## config.mk

```make
export PLATFORM = sky130hd
export DESIGN_NAME = mem_arbiter
export DESIGN_NICKNAME = d
export VERILOG_FILES = /design/src/rtl/mem_arbiter.sv
export SDC_FILE = /design/constraint.sdc
export NUM_CORES = 1
export LEC_CHECK = 0
export ABC_CLOCK_PERIOD_IN_PS = 1900
export CAP_MARGIN = 20
export CORE_AREA = 4 4 100 102
export DETAILED_ROUTE_END_ITERATION = 10
export DIE_AREA = 0 0 104 106
export PLACE_DENSITY = 0.72
export SYNTH_ARGS = -nofsm -noshare
export SYNTH_HDL_FRONTEND = slang
export SYNTH_SLANG_ARGS = --single-unit
```

## constraint.sdc

```tcl
create_clock -name CLK -period 1.9 [get_ports CLK]
set_input_delay 0.38 -clock CLK [delete_from_list [all_inputs] [get_ports CLK]]
set_output_delay 0.38 -clock CLK [all_outputs]
set_load 0.01 [all_outputs]
```

## src/rtl/mem_arbiter.sv

```systemverilog
`default_nettype none
// ============================================================================
//  Module   : mem_arbiter
//  Purpose  : Shares one RAM port between instruction fetch and data access.
//             A registered FSM grants one requester at a time and steers the
//             address, data and strobes to the RAM. The data side has
//             priority. A starvation counter forces a fetch grant after
//             STARVE_LIMIT back-to-back data grants while a fetch is pending.
//             A per-service cycle counter raises a sticky timeout flag.
//  Ports    : CLK, nRST (sync, active-low)
//             iREN/iaddr -> iload/iwait       instruction side
//             dREN/dWEN/daddr/dstore -> dload/dwait   data side
//             ramREN/ramWEN/ramaddr/ramstore, ramload/ramready  RAM port
//             tmo_err   sticky service-timeout flag
//  Revision : 1.0  initial release
// ============================================================================
module mem_arbiter #(
    parameter int STARVE_LIMIT = 3,
    parameter int TIMEOUT      = 63
) (
    input  logic        CLK,
    input  logic        nRST,
    input  logic        iREN,
    input  logic [31:0] iaddr,
    output logic [31:0] iload,
    output logic        iwait,
    input  logic        dREN,
    input  logic        dWEN,
    input  logic [31:0] daddr,
    input  logic [31:0] dstore,
    output logic [31:0] dload,
    output logic        dwait,
    output logic        ramREN,
    output logic        ramWEN,
    output logic [31:0] ramaddr,
    output logic [31:0] ramstore,
    input  logic [31:0] ramload,
    input  logic        ramready,
    output logic        tmo_err
);

    localparam int SC_W  = $clog2(STARVE_LIMIT + 1);
    localparam int SVC_W = $clog2(TIMEOUT + 1);

    localparam logic [SC_W-1:0]  C_STARVE_LIMIT = SC_W'(STARVE_LIMIT);
    localparam logic [SVC_W-1:0] C_TIMEOUT      = SVC_W'(TIMEOUT);

    localparam logic [1:0] IDLE  = 2'd0;
    localparam logic [1:0] ISERV = 2'd1;
    localparam logic [1:0] DSERV = 2'd2;

    logic [1:0]       r_state;
    logic [SC_W-1:0]  r_starve_cnt;
    logic [SVC_W-1:0] r_svc_cnt;
    logic             r_tmo_err;

    logic             w_dreq;
    logic             w_i_done;
    logic             w_d_done;
    logic [SC_W-1:0]  w_starve_next;
    logic [1:0]       w_grant;
    logic [1:0]       w_state_next;
    logic [SVC_W-1:0] w_svc_next;

    // Next-state logic. The grant decision uses the starvation count as it
    // will be after this cycle, so the completion that reaches the limit is
    // the one that hands the port to the fetch side.
    always_comb begin
        w_dreq   = dREN | dWEN;
        w_i_done = (r_state == ISERV) && ramready && iREN;
        w_d_done = (r_state == DSERV) && ramready && w_dreq;

        w_starve_next = r_starve_cnt;
        if (!iREN || w_i_done) begin
            w_starve_next = '0;
        end else if (w_d_done && (r_starve_cnt < C_STARVE_LIMIT)) begin
            w_starve_next = r_starve_cnt + 1'b1;
        end

        if (w_dreq && ((w_starve_next < C_STARVE_LIMIT) || !iREN)) begin
            w_grant = DSERV;
        end else if (iREN) begin
            w_grant = ISERV;
        end else begin
            w_grant = IDLE;
        end

        // A dropped request (abort) or a completion both release the port.
        case (r_state)
            ISERV:   w_state_next = (!iREN || ramready) ? w_grant : ISERV;
            DSERV:   w_state_next = (!w_dreq || ramready) ? w_grant : DSERV;
            default: w_state_next = w_grant;
        endcase

        if ((r_state == IDLE) || (w_state_next != r_state) || w_i_done || w_d_done) begin
            w_svc_next = '0;
        end else if (r_svc_cnt < C_TIMEOUT) begin
            w_svc_next = r_svc_cnt + 1'b1;
        end else begin
            w_svc_next = r_svc_cnt;
        end
    end

    always_ff @(posedge CLK) begin
        if (!nRST) begin
            r_state      <= IDLE;
            r_starve_cnt <= '0;
            r_svc_cnt    <= '0;
            r_tmo_err    <= 1'b0;
        end else begin
            r_state      <= w_state_next;
            r_starve_cnt <= w_starve_next;
            r_svc_cnt    <= w_svc_next;
            // The FSM keeps waiting after a timeout; only the flag records it.
            r_tmo_err    <= r_tmo_err | (w_svc_next == C_TIMEOUT);
        end
    end

    // RAM steering. Strobes follow the live request so an abort drops them
    // in the same cycle.
    always_comb begin
        ramREN   = 1'b0;
        ramWEN   = 1'b0;
        ramaddr  = '0;
        ramstore = '0;
        case (r_state)
            ISERV: begin
                ramREN  = iREN;
                ramaddr = iaddr;
            end
            DSERV: begin
                ramWEN   = dWEN;
                ramREN   = dREN & ~dWEN;
                ramaddr  = daddr;
                ramstore = dstore;
            end
            default: begin
                ramREN = 1'b0;
            end
        endcase
    end

    assign iwait   = iREN & ~((r_state == ISERV) & ramready);
    assign dwait   = w_dreq & ~((r_state == DSERV) & ramready);
    assign iload   = ramload;
    assign dload   = ramload;
    assign tmo_err = r_tmo_err;

endmodule
`default_nettype wire

```

== Word level (Yosys, flattened, before mapping) ==
Index checks and enable logic that the tools add are counted.
Widths: inputs -> output; s select.

* Add/subtract/negate cells: 2
* Order comparisons: 3
* Equality and inequality tests: 4
* Mux-type cells: 13
* Bitwise gates (word level): 10
* Reductions and logical operators: 16

{| class="wikitable"
|+ Operators by type and width
! kind !! count
|-
| $pmux 32 s2 || 1
|-
| $mux 32 || 1
|-
| $mux 6 || 2
|-
| $mux 2 || 5
|-
| $logic_or 1x1->1 || 7
|-
| $add 6x1->6 const B || 1
|-
| $eq 6x6->1 const B || 1
|-
| $logic_and 1x1->1 || 6
|-
| $lt 6x6->1 const B || 1
|-
| $and 1x1->1 || 5
|-
| $lt 2x2->1 const B || 2
|-
| $pmux 2 s2 || 1
|-
| $not 1->1 || 3
|-
| $add 2x1->2 const B || 1
|-
| $eq 2x1->1 const B || 1
|-
| $eq 2x2->1 const B || 1
|-
| $logic_not 1->1 || 2
|-
| $logic_not 2->1 || 1
|-
| $mux 1 || 2
|-
| $ne 2x2->1 || 1
|-
| $or 1x1->1 || 2
|-
| $pmux 1 s2 || 1
|}

* Flip-flop bits (word level): 11
* Input bits: 134
* Output and inout bits: 133

== Logic depth before layout (Yosys ltp) ==
* Word-level depth: 19
* Gate-level depth with buffers: 9
* Gate-level depth less buffers: 8

== Worst setup path after synthesis ==
OpenSTA, ideal clock, no wires.

* Path kind: flip-flop to flip-flop
* Start point: register r_state[0]
* End point: register r_svc_cnt[3]
* Data arrival time: 1.935 ns
* Path slack: -0.123 ns
* Cell stages (with the launch flop): 9
* Path buffers: 1
* Cell sequence: dfxtp_1 > inv_1 > ha_1 > and2_1 > buf_6 > or2_0 > o2111ai_2 > xnor2_2 > nor4b_2

* Cells in the longest elaborated chain, start to end: 17

{| class="wikitable"
|+ RTL lines
! element !! line !! source
|-
| start, declared || 52 || <nowiki>logic [1:0] r_state;</nowiki>
|-
| start signal, assigned || 111 || <nowiki>r_state <= w_state_next;</nowiki>
|-
| $eq 2x2->1 || 71, 89 ||
|-
| $logic_and 1x1->1 (2 in a row) || 71 || <nowiki>w_d_done = (r_state == DSERV) && ramready && w_dreq;</nowiki>
|-
| $logic_and 1x1->1 || 76 || <nowiki>end else if (w_d_done && (r_starve_cnt < C_STARVE_LIMIT)) begin</nowiki>
|-
| $mux 2 || 76 ||
|-
| $mux 2 || 74 || <nowiki>if (!iREN || w_i_done) begin</nowiki>
|-
| $lt 2x2->1 || 80 || <nowiki>if (w_dreq && ((w_starve_next < C_STARVE_LIMIT) || !iREN)) begin</nowiki>
|-
| $logic_or 1x1->1 || 80 ||
|-
| $logic_and 1x1->1 || 80 ||
|-
| $mux 2 || 80 ||
|-
| $mux 2 (on tied branches) || 91, 90 ||
|-
| $pmux 2 s2 || 89 || <nowiki>case (r_state)</nowiki>
|-
| $ne 2x2->1 || 95 || <nowiki>if ((r_state == IDLE) || (w_state_next != r_state) || w_i_done || w_d_done) begin</nowiki>
|-
| $logic_or 1x1->1 (2 in a row) || 95 ||
|-
| $logic_or 1x1->1 * || 95 ||
|-
| $mux 6 * || 95 ||
|-
| end signal, assigned || 113 || <nowiki>r_svc_cnt <= w_svc_next;</nowiki>
|-
| end, declared || 54 || <nowiki>logic [SVC_W-1:0] r_svc_cnt;</nowiki>
|}

Every way passes the cells marked *; elsewhere a longest branch is shown, timed or not.
A chain may end at the register's enable or synchronous reset.

== Worst setup path after layout ==
* Start point: register r_state[1]
* End point: output ramaddr[5]

* Cells in the longest elaborated chain, start to end: 2

{| class="wikitable"
|+ RTL lines
! element !! line !! source
|-
| $eq 2x2->1 / $eq 2x1->1 (equally long branches) || 126 || <nowiki>case (r_state)</nowiki>
|-
| $pmux 32 s2 * || 126 ||
|-
| end, declared || 35 || <nowiki>output logic [31:0] ramaddr,</nowiki>
|}

Marked as above.

==> out/summary.md <==
The run finished, with violations left. The final reports fail on setup timing. For the share of total power in the clock network, the log shows 18.9%. Registers take 228 um^2. The run gives 40 as the final-report setup violation count. After detailed routing, the number of remaining DRC violations is 0. The final net count is 525, and the count of fill cells added during filler insertion is 897. The HPWL after detailed placement was 8.69 mm. Global routing used 18.2% of the available tracks. For this configuration, the core starts out at a cell density of 20.4%.

For the worst setup path, the data required time is 1.52 ns. The fraction of power spent switching nets is 32.7%. For this design the ratio of total power to cell area is 342 mW/mm^2.

The tools report the number of H-tree levels as 1. The average detailed-routed wire length per instance is 22.2 um. Nature of the critical path startpoint: a flip-flop. For the clock skew, the log shows 0.00583 ns. After synthesis the cells add up to 0.00186 mm^2. The initialized floorplan defines 35 standard-cell rows.

The congestion estimate from routability-driven global placement came to 0.851. The detailed router placed 2329 vias in this run. After synthesis, the share of flip-flops with an asynchronous set or reset is 0%. Summing the areas of all and, or, nand and nor instances in the mapped netlist gives 23.2% of the synthesized area. During synthesis, Yosys emitted a total of 0 warnings. The count of nets left with antenna violations once routing finished came out at 0. The first global-routing pass estimated 15.3 mm of wire.

The tools report the total power consumption of the routed design as 1.27 mW. The clock tree root buffer cell was sky130_fd_sc_hd__clkbuf_8. The relative slew slack was 74.7%; the number of CTS-inserted buffers was 3. The switching power summed over all nets is 0.417 mW, and the top fanout value on the critical path is 6. The run gives 2 as the maximum number of buffers from clock root to sink. In the synthesized netlist the dominant register cell turns out to be sky130_fd_sc_hd__dfxtp_1.

The count of boundary I/O pins was 267. The final critical path time including I/O delays and setup is 2.06 ns, and the power share of the combinational group is 62.0%. The tools report the sequential group share of total power as 19.2%. The number of global-route vias before repair is 2322. In this run the standard cell core region covers 0.00911 mm^2.

Setup repair after global routing could not meet its margin everywhere. The average cell area after synthesis works out to 7.60 um^2. Sequential cells were found to cover 11.8% of the synthesized design area. In this run, synthesis inferred 0 flip-flops with an integrated enable. The die outline height was 106 um. The synthesis-stage register bit count was 11; the number of distinct library cells after synthesis was 43.

The synthesized netlist devotes 2.69% of its cell area to XOR and XNOR gates. Critical path class: flip-flop to output pin. The share of layout cells above drive strength 1 came out at 36.6%.

TritonCTS built the clock tree. Post-synthesis mux area share: 1.08%. After synthesis, the largest family of logic cells by area is buffers and inverters. Counting every instance in the synthesized netlist gives 245.

The worst-case vdd ir drop came out at 0.000200 V. From synthesis to final layout, the design area changed by 100%. In this run the horizontal extent of the chip is 104 um. The actual slew at the worst max-slew pin came out at 0.380 ns. Total clock sinks: 11.

Input and output buffers added on the ports amount to 170. The post-synthesis compound-gate area fraction was 27.6%; the largest net degree at the start of global routing was 18. The data arrival time of the critical path is 1.68 ns. The worst setup path is captured at an output pin. The post-synthesis net count came out at 384. The number of hold violations in the final report came out at 0. The accumulated negative setup slack was -3.63 ns. The die footprint is 0.0110 mm^2.

In the routed layout, each cell is associated on average with a via count of 4.69. For this block, the routed nets add up to 11.0 mm of wire. The number of pins exceeding their max-slew limit in the final report is 0.

The arithmetic-cell share of the synthesized area counting full adders, half adders and majority gates came out at 3.36%. For this run the aggregate overflow at the end of global routing stands at 0. The logs give 1 for the initial antenna violation count and 0 for the count of max-cap constraint violations.

The logs give 486 MHz for the fmax and 0.00127 mm^2 for the total area of multi-input combinational cells. Clock latency on the worst-skew pair: 0.24 ns. The internal power of the cells is 0.857 mW.

After clock tree synthesis, the clock-pin slew on the worst setup and hold paths is 0.05 ns. The library cell used most frequently in the layout, excluding fill and tap cells, is sky130_fd_sc_hd__clkdlybuf4s50_1. The leakage component of the power was 1.61 nW; the share of the clock period used by the worst path after layout was 108%.

The library cells used most frequently in the layout, excluding fill and tap cells, are 99 x sky130_fd_sc_hd__clkdlybuf4s50_1, 33 x sky130_fd_sc_hd__buf_2, 32 x sky130_fd_sc_hd__a22o_1. The post-layout worst setup margin is -0.158 ns. The tightest min-delay check is of the flip-flop to flip-flop type. The initial detailed-routing violation count was 155. Placed cell count: 471. For this run, the detailed router's first-pass iteration total came to 4. The finished layout holds 497 standard cells, fillers aside.
-- final timing paths --
check / slack, ns / end / depth (start not counted) / from
setup reg to reg: -0.11 / r_svc_cnt[4] / 10 / r_state[0]
hold reg to reg: 0.49 / tmo_err / 2 / tmo_err
hold / removal: 0.49 / tmo_err / 2 / tmo_err
setup / recovery: -0.16 / ramaddr[5] / 7 / r_state[1]
-- power groups by stage --
stage / Combinational, mW / Sequential [mW] / Clock (mW)
after global routing: 0.838 / 0.245 / 0.257
after floorplan: 0.368 / 0.247 / 0
after global placement: 0.694 / 0.246 / 0
final: 0.790 / 0.244 / 0.240
after CTS: 0.771 / 0.244 / 0.246
after detailed placement: 0.697 / 0.246 / 0
-- cell families after synthesis --
logic type / count (synthesis)
XOR/XNOR: 4
flip-flops: 11
buffers and inverters: 84
AND/OR/NAND/NOR: 75
adder cells (fa/ha/maj): 5
AO/OA/AOI/OAI: 64
multiplexers: 2
-- synth_stat cells (all sizes together), types with 2 or more instances --
cell type	number	share of area, %
a21o	2	0.81
a21oi	6	1.6
a22o	32	15
a31oi	3	1.0
and2	34	11
buf	66	27
clkbuf	11	2.2
dfxtp	11	12
ha	5	3.4
inv	7	1.4
mux2i	2	1.1
nand2	13	2.6
nand3	4	1.1
nor2	9	2.2
nor2b	2	0.67
nor3	5	1.3
nor4b	2	1.6
o211ai	2	0.81
o21ai	8	2.4
o31ai	2	0.81
xnor2	4	2.7
-- critical path, cell delays in order (launching register included) --
cell and delay, ns:
sky130_fd_sc_hd__dfxtp_4 0.37, sky130_fd_sc_hd__inv_4 0.05, sky130_fd_sc_hd__ha_4 0.24, sky130_fd_sc_hd__and2_4 0.16, sky130_fd_sc_hd__buf_6 0.12, sky130_fd_sc_hd__clkbuf_16 0.14
sky130_fd_sc_hd__a22o_1 0.20, sky130_fd_sc_hd__buf_2 0.15
-- final cells by class --
| cell class | instances | area share [%] |
|---|---|---|
| Inverter | 7 | 0.839 |
| Timing Repair Buffer | 213 | 54.1 |
| Sequential cell | 11 | 6.11 |
| Clock buffer | 4 | 1.21 |
| Multi-Input combinational cell | 150 | 34.0 |
| Antenna cell | 1 | 0.0671 |
| Tap cell | 111 | 3.72 |
-- routing by layer --
layer	GRT usage, %	up-vias	share of wire [%]
li1	-	1081	-
met1	21.7	1088	40
met2	25.9	129	42
met3	14.0	31	17
met4	3.70	0	1.4
met5	0	-	0
-- per-stage QoR --
step | worst slack, ns | hold slack (ns) | instance area, um^2 | utilization (%)
after floorplan | 0.00643 | 0.477 | 1900 | -
after global placement | -0.377 | 0.459 | 3380 | 37.1
after detailed placement | -0.421 | 0.446 | 3380 | 37.1
after CTS | -0.222 | 0.469 | 3640 | 40.0
after global routing | -0.206 | 0.503 | 3730 | 40.9
final | -0.158 | 0.486 | 3730 | 40.9
-- registers in the layout, indices dropped and copies added (netlist names) --
register      cells
r_svc_cnt         6
r_starve_cnt      2
tmo_err           1
r_state           2
-- repair_timing --
action	CTS	global route
endpoints found under the hold margin	0	0
pin swaps	13	22
hold buffers	0	0
setup endpoints to repair	75	58
gates resized for setup	241	48
setup buffers	7	12
cloned	4	3
Power figures use the tool's default switching activity.
==> edit 1: new RTL, config.mk and constraints unchanged <==
Set the parameter `TIMEOUT` to 126 (it was 63).
--- a/src/rtl/mem_arbiter.sv
+++ b/src/rtl/mem_arbiter.sv
@@ -16,7 +16,7 @@
 // ============================================================================
 module mem_arbiter #(
     parameter int STARVE_LIMIT = 3,
-    parameter int TIMEOUT      = 63
+    parameter int TIMEOUT      = 126
 ) (
     input  logic        CLK,
     input  logic        nRST,
Function: same outputs for any inputs over 10 cycles, from zero or initial values and one cycle with nRST low; that may be too few to reach the edited logic, so the function may still have changed.
==> edit 1 against the unedited design <==
  * The flow still finishes with violations (negative setup slack)
  * Cell area down 3.5%
  * Synthesized area down 0.74%
  * Total power down 3.0%
  * Setup slack worse by 0.14 ns
  * Sequential share of layout area up 0.71 points
  * Synthesized cell count down 0.41%
  * Sequential cell count up 1
  * Wire length down 10%
  * Largest cell class unchanged
  * Highest routed layer unchanged
==> edit 1: results (changes against the unedited design) <==
Pwr
  • Maximum VDD drop: 0.170 mV (-15%)
  • Total leakage power: 1.63 nW (+1.7%)
  • Psw: 0.371 mW (-11%)

Job
  • Max Cap Viol: 0 (unchanged)

Critical path
  • R2R cell count: 8 (-2)
  • Worst r2r src: r_state[1]$_SDFF_PN0_
  • Arrival time of the worst setup path: 2.36 ns (+0.68 ns)
  • Peak fanout along the critical path: 8 (+2)
  • FF-to-FF End: r_svc_cnt[5]$_SDFF_PN0_

Routing
  • Routed WL: 9940 um (-10%)
  • Via count: 2306 (-0.99%)
  • Detailed Route Iter0 Violations: 127 (-18%)
  • First-pass DRT Iterations: 4 (unchanged)

Synthesis
  • FFs w/ async S/R, synth: 0 (unchanged)
  • Commonest cells post-synth: 64 x buf_4, 37 x and2_1, 32 x a22o_1, 12 x dfxtp_1, 11 x clkbuf_1
  • Syn. warnings: 0 (unchanged)
  • Synth Flop Type: dfxtp_1
  • Synth top area cells: buf_4 26%, a22o_1 15%, dfxtp_1 13%, and2_1 13%, ha_1 3.4%
  • Net Count, Synth: 383 (-0.26%)
  • Synth cell types: 36 (-16%)
  • Seq/Total Area, Yosys: 0.130 (+0.0117)

Placed design
  • DPL Wire Length: 7920 um (-8.8%)
  • I/O Buffers: 170 (unchanged)
  • GP Congestion: 0.888 (+4.4%)

Clocking
  • CTS clk-pin slew, worst paths: 0.05 ns (about the same)
  • Max clock buf depth: 2 (unchanged)
  • Max H-tree Level: 1 (unchanged)
  • Root Buffer: clkbuf_8
  • Total CTS buffers: 3 (unchanged)
  • Clk_lat worst skew: 0.24 ns (about the same)

Global routing
  • Vias in the first global route: 2401 (+3.4%)
  • First-pass GRT wire length: 14200 um (-7.3%)
  • Initial antenna violation count: 0 (-1)
  • Largest net degree at the start of global routing: 22 (+4)
  • Total track usage: 0.164 (-0.0181)

Layout
  • Diodes inserted: 0 (-1)
  • Fill count: 905 (+0.89%)
  • Fraction of final layout cells with drive strength greater than 1: 0.382 (+0.0154)
  • Largest regs: r_svc_cnt (7), r_starve_cnt (2), r_state (2)
  • Layout Nets: 533 (+1.5%)

Timing
  • Endpoints failing setup: 42 (+5.0%)
  • Clk_skew: 0.00138 ns (-0.00445 ns)
  • Post-route setup slack: -0.303 ns (-0.145 ns)
  • Worst-Margin Slew: 0.369 ns (-0.0111 ns)

Outcome
  • Violated checks: negative setup slack
  • Status: finished with violations

Worst hold path
  • Min-delay src: tmo_err$_SDFF_PN0_
  • Worst Hold Depth: 2 (unchanged)
  • Worst Hold End: tmo_err$_SDFF_PN0_
  • HP Class: reg2reg
edit 1: changes by cell type after synthesis, sizes merged, moves of 3 or more:
cell    before  now
and2        34   37
nand2b       1    5
nand2       13    8
a21oi        6   10
edit 1: how the worst max path moves through the flow:
stage | start | end | cells past startpoint
floorplan | r_state[1]$_SDFF_PN0_ | r_svc_cnt[5]$_SDFF_PN0_ | 8
global placement | dREN | r_svc_cnt[5]$_SDFF_PN0_ | 7
detailed placement | dREN | r_svc_cnt[5]$_SDFF_PN0_ | 7
CTS | r_state[1]$_SDFF_PN0_ | r_svc_cnt[5]$_SDFF_PN0_ | 8
global route | r_state[1]$_SDFF_PN0_ | r_svc_cnt[2]$_SDFF_PN0_ | 8
finish | r_state[1]$_SDFF_PN0_ | r_svc_cnt[5]$_SDFF_PN0_ | 8
edit 1: logic make-up (layout without fill, tap and decap cells):
group	Yosys count	after routing	synth area share
xor gates and xnor gates	4	4	0.0190
buffers and inverters	81	230	0.295
and+or+nand+nor	78	78	0.246
AOI/OAI and AO/OA	61	61	0.260
adders and majority gates	5	5	0.0339
muxes	3	3	0.0169
DFF	12	12	0.130
edit 1: layout make-up:
cell class	instances	area, um^2	share of cell area
Tap cell	111	139	0.0386
Sequential cell	12	245	0.0682
Timing Repair Buffer	221	1960	0.546
Clock buffer	4	45.0	0.0125
Multi-Input combinational cell	151	1180	0.329
Inverter	5	21.3	0.00591
edit 1: what timing repair did:
action                                 CTS  global route
pin swaps                               31             8
gates cloned                             5             3
buffers inserted                        14             4
endpoints found under the hold margin    0             0
setup endpoints to repair               77            75
resized for setup                      283            25
edit 1: layer usage:
layer  up-vias  track usage  wire length (um)
li1       1086            -                 -
met1      1058        0.157              3280
met2       141        0.286              4940
met3        21        0.115              1540
met4         0       0.0399               178
met5         -            0                 0
edit 1: power by group through the flow:
stage	registers [mW]	clock network, mW	logic, mW
floorplan	0.268	0	0.351
global placement	0.267	0	0.672
detailed placement	0.267	0	0.676
CTS	0.262	0.243	0.735
global route	0.262	0.257	0.776
finish	0.262	0.242	0.732
edit 1: worst max-delay path, cell delays in order (launching register included):
cell and delay, ns:
dfxtp_2 0.32, buf_6 0.11, ha_4 0.18, o21ai_2 0.07, a21boi_1 0.08, or4b_4 0.52, a311oi_2 0.33, o2111ai_4 0.27
a311oi_2 0.23
edit 1: stage by stage:
step	TNS [ns]	hold WS, ns	area [um^2]	setup WS, ns	instances
floorplan	-0.267	0.470	1910	-0.131	244
global placement	-15.74	0.450	3440	-0.659	475
detailed placement	-16.94	0.468	3440	-0.717	475
CTS	-6.54	0.488	3590	-0.318	498
global route	-9.77	0.512	3600	-0.369	504
finish	-7.41	0.481	3600	-0.303	504
==> edit 2: new RTL, same settings <==
Without the edit above. Make the reset (`nRST`) asynchronous in one clocked block.
--- a/src/rtl/mem_arbiter.sv
+++ b/src/rtl/mem_arbiter.sv
@@ -101,7 +101,7 @@
         end
     end
 
-    always_ff @(posedge CLK) begin
+    always_ff @(posedge CLK or negedge nRST) begin
         if (!nRST) begin
             r_state      <= IDLE;
             r_starve_cnt <= '0;
Formal check against the unedited RTL: differs if nRST is asserted again (counterexample within 4 cycles, from zero or initial values and one cycle with nRST low); with nRST held inactive, the same outputs for 10 cycles.
==> edit 2 against the unedited design <==
  * The flow still finishes with violations (negative setup slack)
  * Non-clock buffer count down 7
  * Cell area down 4.4%
  * Synthesized area down 2.4%
  * Sequential cell count unchanged
  * Wire length down 18%
  * Setup slack worse by 0.18 ns
  * Critical endpoint is now r_svc_cnt[4]$_DFF_PN0_
Power is left out: it rests on default switching activity, and per cell area and clock period it moved more than threefold.
==> edit 2: results (changes against the unedited design) <==
Outcome
  • Status: finished with violations
  • Violated checks: negative setup slack

Layout
  • Multi-input logic area: 1100 um^2 (-13%)
  • Layout Nets: 506 (-3.6%)
  • Fill count: 933 (+4.0%)
  • Diodes inserted: 0 (-1)

Global routing
  • Vias in the first global route: 2234 (-3.8%)
  • Largest net degree at the start of global routing: 33 (+15)
  • Initial antenna violation count: 0 (-1)
  • Total track usage: 0.151 (-0.0309)
  • First-pass GRT wire length: 13400 um (-13%)

Timing
  • Total negative slack: -18.82 ns (-15.19 ns)
  • Worst-Margin Slew: 0.492 ns (+0.112 ns)
  • Post-route setup slack: -0.335 ns (-0.177 ns)
  • Clk_skew: 0.00678 ns (+0.000948 ns)
  • Endpoints failing setup: 72 (+80%)

Synthesis
  • Net Count, Synth: 371 (-3.4%)
  • Seq/Total Area, Yosys: 0.152 (+0.0332)
  • Synth Flop Type: dfrtp_1
  • Synth top area cells: buf_4 27%, a22o_1 15%, dfrtp_1 15%, and2_1 12%, ha_1 3.4%
  • Synth cell types: 35 (-19%)
  • FFs w/ async S/R, synth: 1.00 (+1.00)

Placed design
  • Placed instance area: 3310 um^2 (-2.0%)
  • GP Congestion: 0.873 (+2.6%)

Critical path
  • Crit path max-delay cell type: or4_4
  • Worst r2r src: r_state[0]$_DFF_PN0_
  • FF-to-FF End: r_svc_cnt[4]$_DFF_PN0_
  • Max incr delay on CP: 0.51 ns (+0.14 ns)
  • Peak fanout along the critical path: 7 (+1)
  • Critical path class: reg2reg
  • Critical path's top delay family: simple AND/OR/NAND/NOR gates
  • Arrival time of the worst setup path: 2.40 ns (+0.72 ns)

Routing
  • Detailed Route Iter0 Violations: 144 (-7.1%)
  • Via density: 4.44 (-5.3%)
  • DR WL/cell: 18.9 um (-15%)

Worst hold path
  • HP Class: in2async
==> edit 2: area by class of cell <==
type	instances	share of cell area
timing repair buffer	206	0.555
multi-input combinational	137	0.308
tap	111	0.0390
clock buffer	4	0.0126
sequential	11	0.0772
inverter	8	0.00842
==> edit 2: cell families after synthesis <==
logic type	count (synthesis)	share of synthesized area
adders and majority gates	5	0.0344
AOI/OAI and AO/OA	54	0.240
and+or+nand+nor	74	0.246
DFF	11	0.152
buffers and inverters	84	0.308
xor gates and xnor gates	3	0.0145
muxes	1	0.00551
==> edit 2: timing repair <==
item / CTS / global route
setup endpoints to repair: 76 / 76
hold endpoints to repair: 0 / 0
setup buffers: 4 / 11
cloned: 4 / 1
gates resized for setup: 179 / 19
pin swaps: 24 / 23
==> edit 2: worst min-delay path by stage <==
stage,endpoint,slack (ns),from
floorplan,r_starve_cnt[0]$_DFF_PN0_,0.08,nRST
CTS,r_svc_cnt[2]$_DFF_PN0_,0.48,nRST
global placement,tmo_err$_DFF_PN0_,0.46,tmo_err$_DFF_PN0_
finish,r_svc_cnt[2]$_DFF_PN0_,0.47,nRST
detailed placement,tmo_err$_DFF_PN0_,0.47,tmo_err$_DFF_PN0_
global route,tmo_err$_DFF_PN0_,0.50,nRST
==> edit 2: per-layer routing <==
layer  vias up  GRT usage  share of wire  wire (um)
li1       1008          -              -          -
met2       122      0.283           0.53       4750
met1       980      0.164           0.37       3360
met5         -          0              0          0
met3         6     0.0583          0.094        849
met4         0     0.0247         0.0065         59
==> edit 2: per-stage QoR <==
step | setup slack [ns] | cells
2_1_floorplan | -0.224 | 232
3_3_place_gp | -0.520 | 457
3_5_place_dp | -0.600 | 457
4_1_cts | -0.324 | 469
5_1_grt | -0.462 | 477
6_report | -0.335 | 477
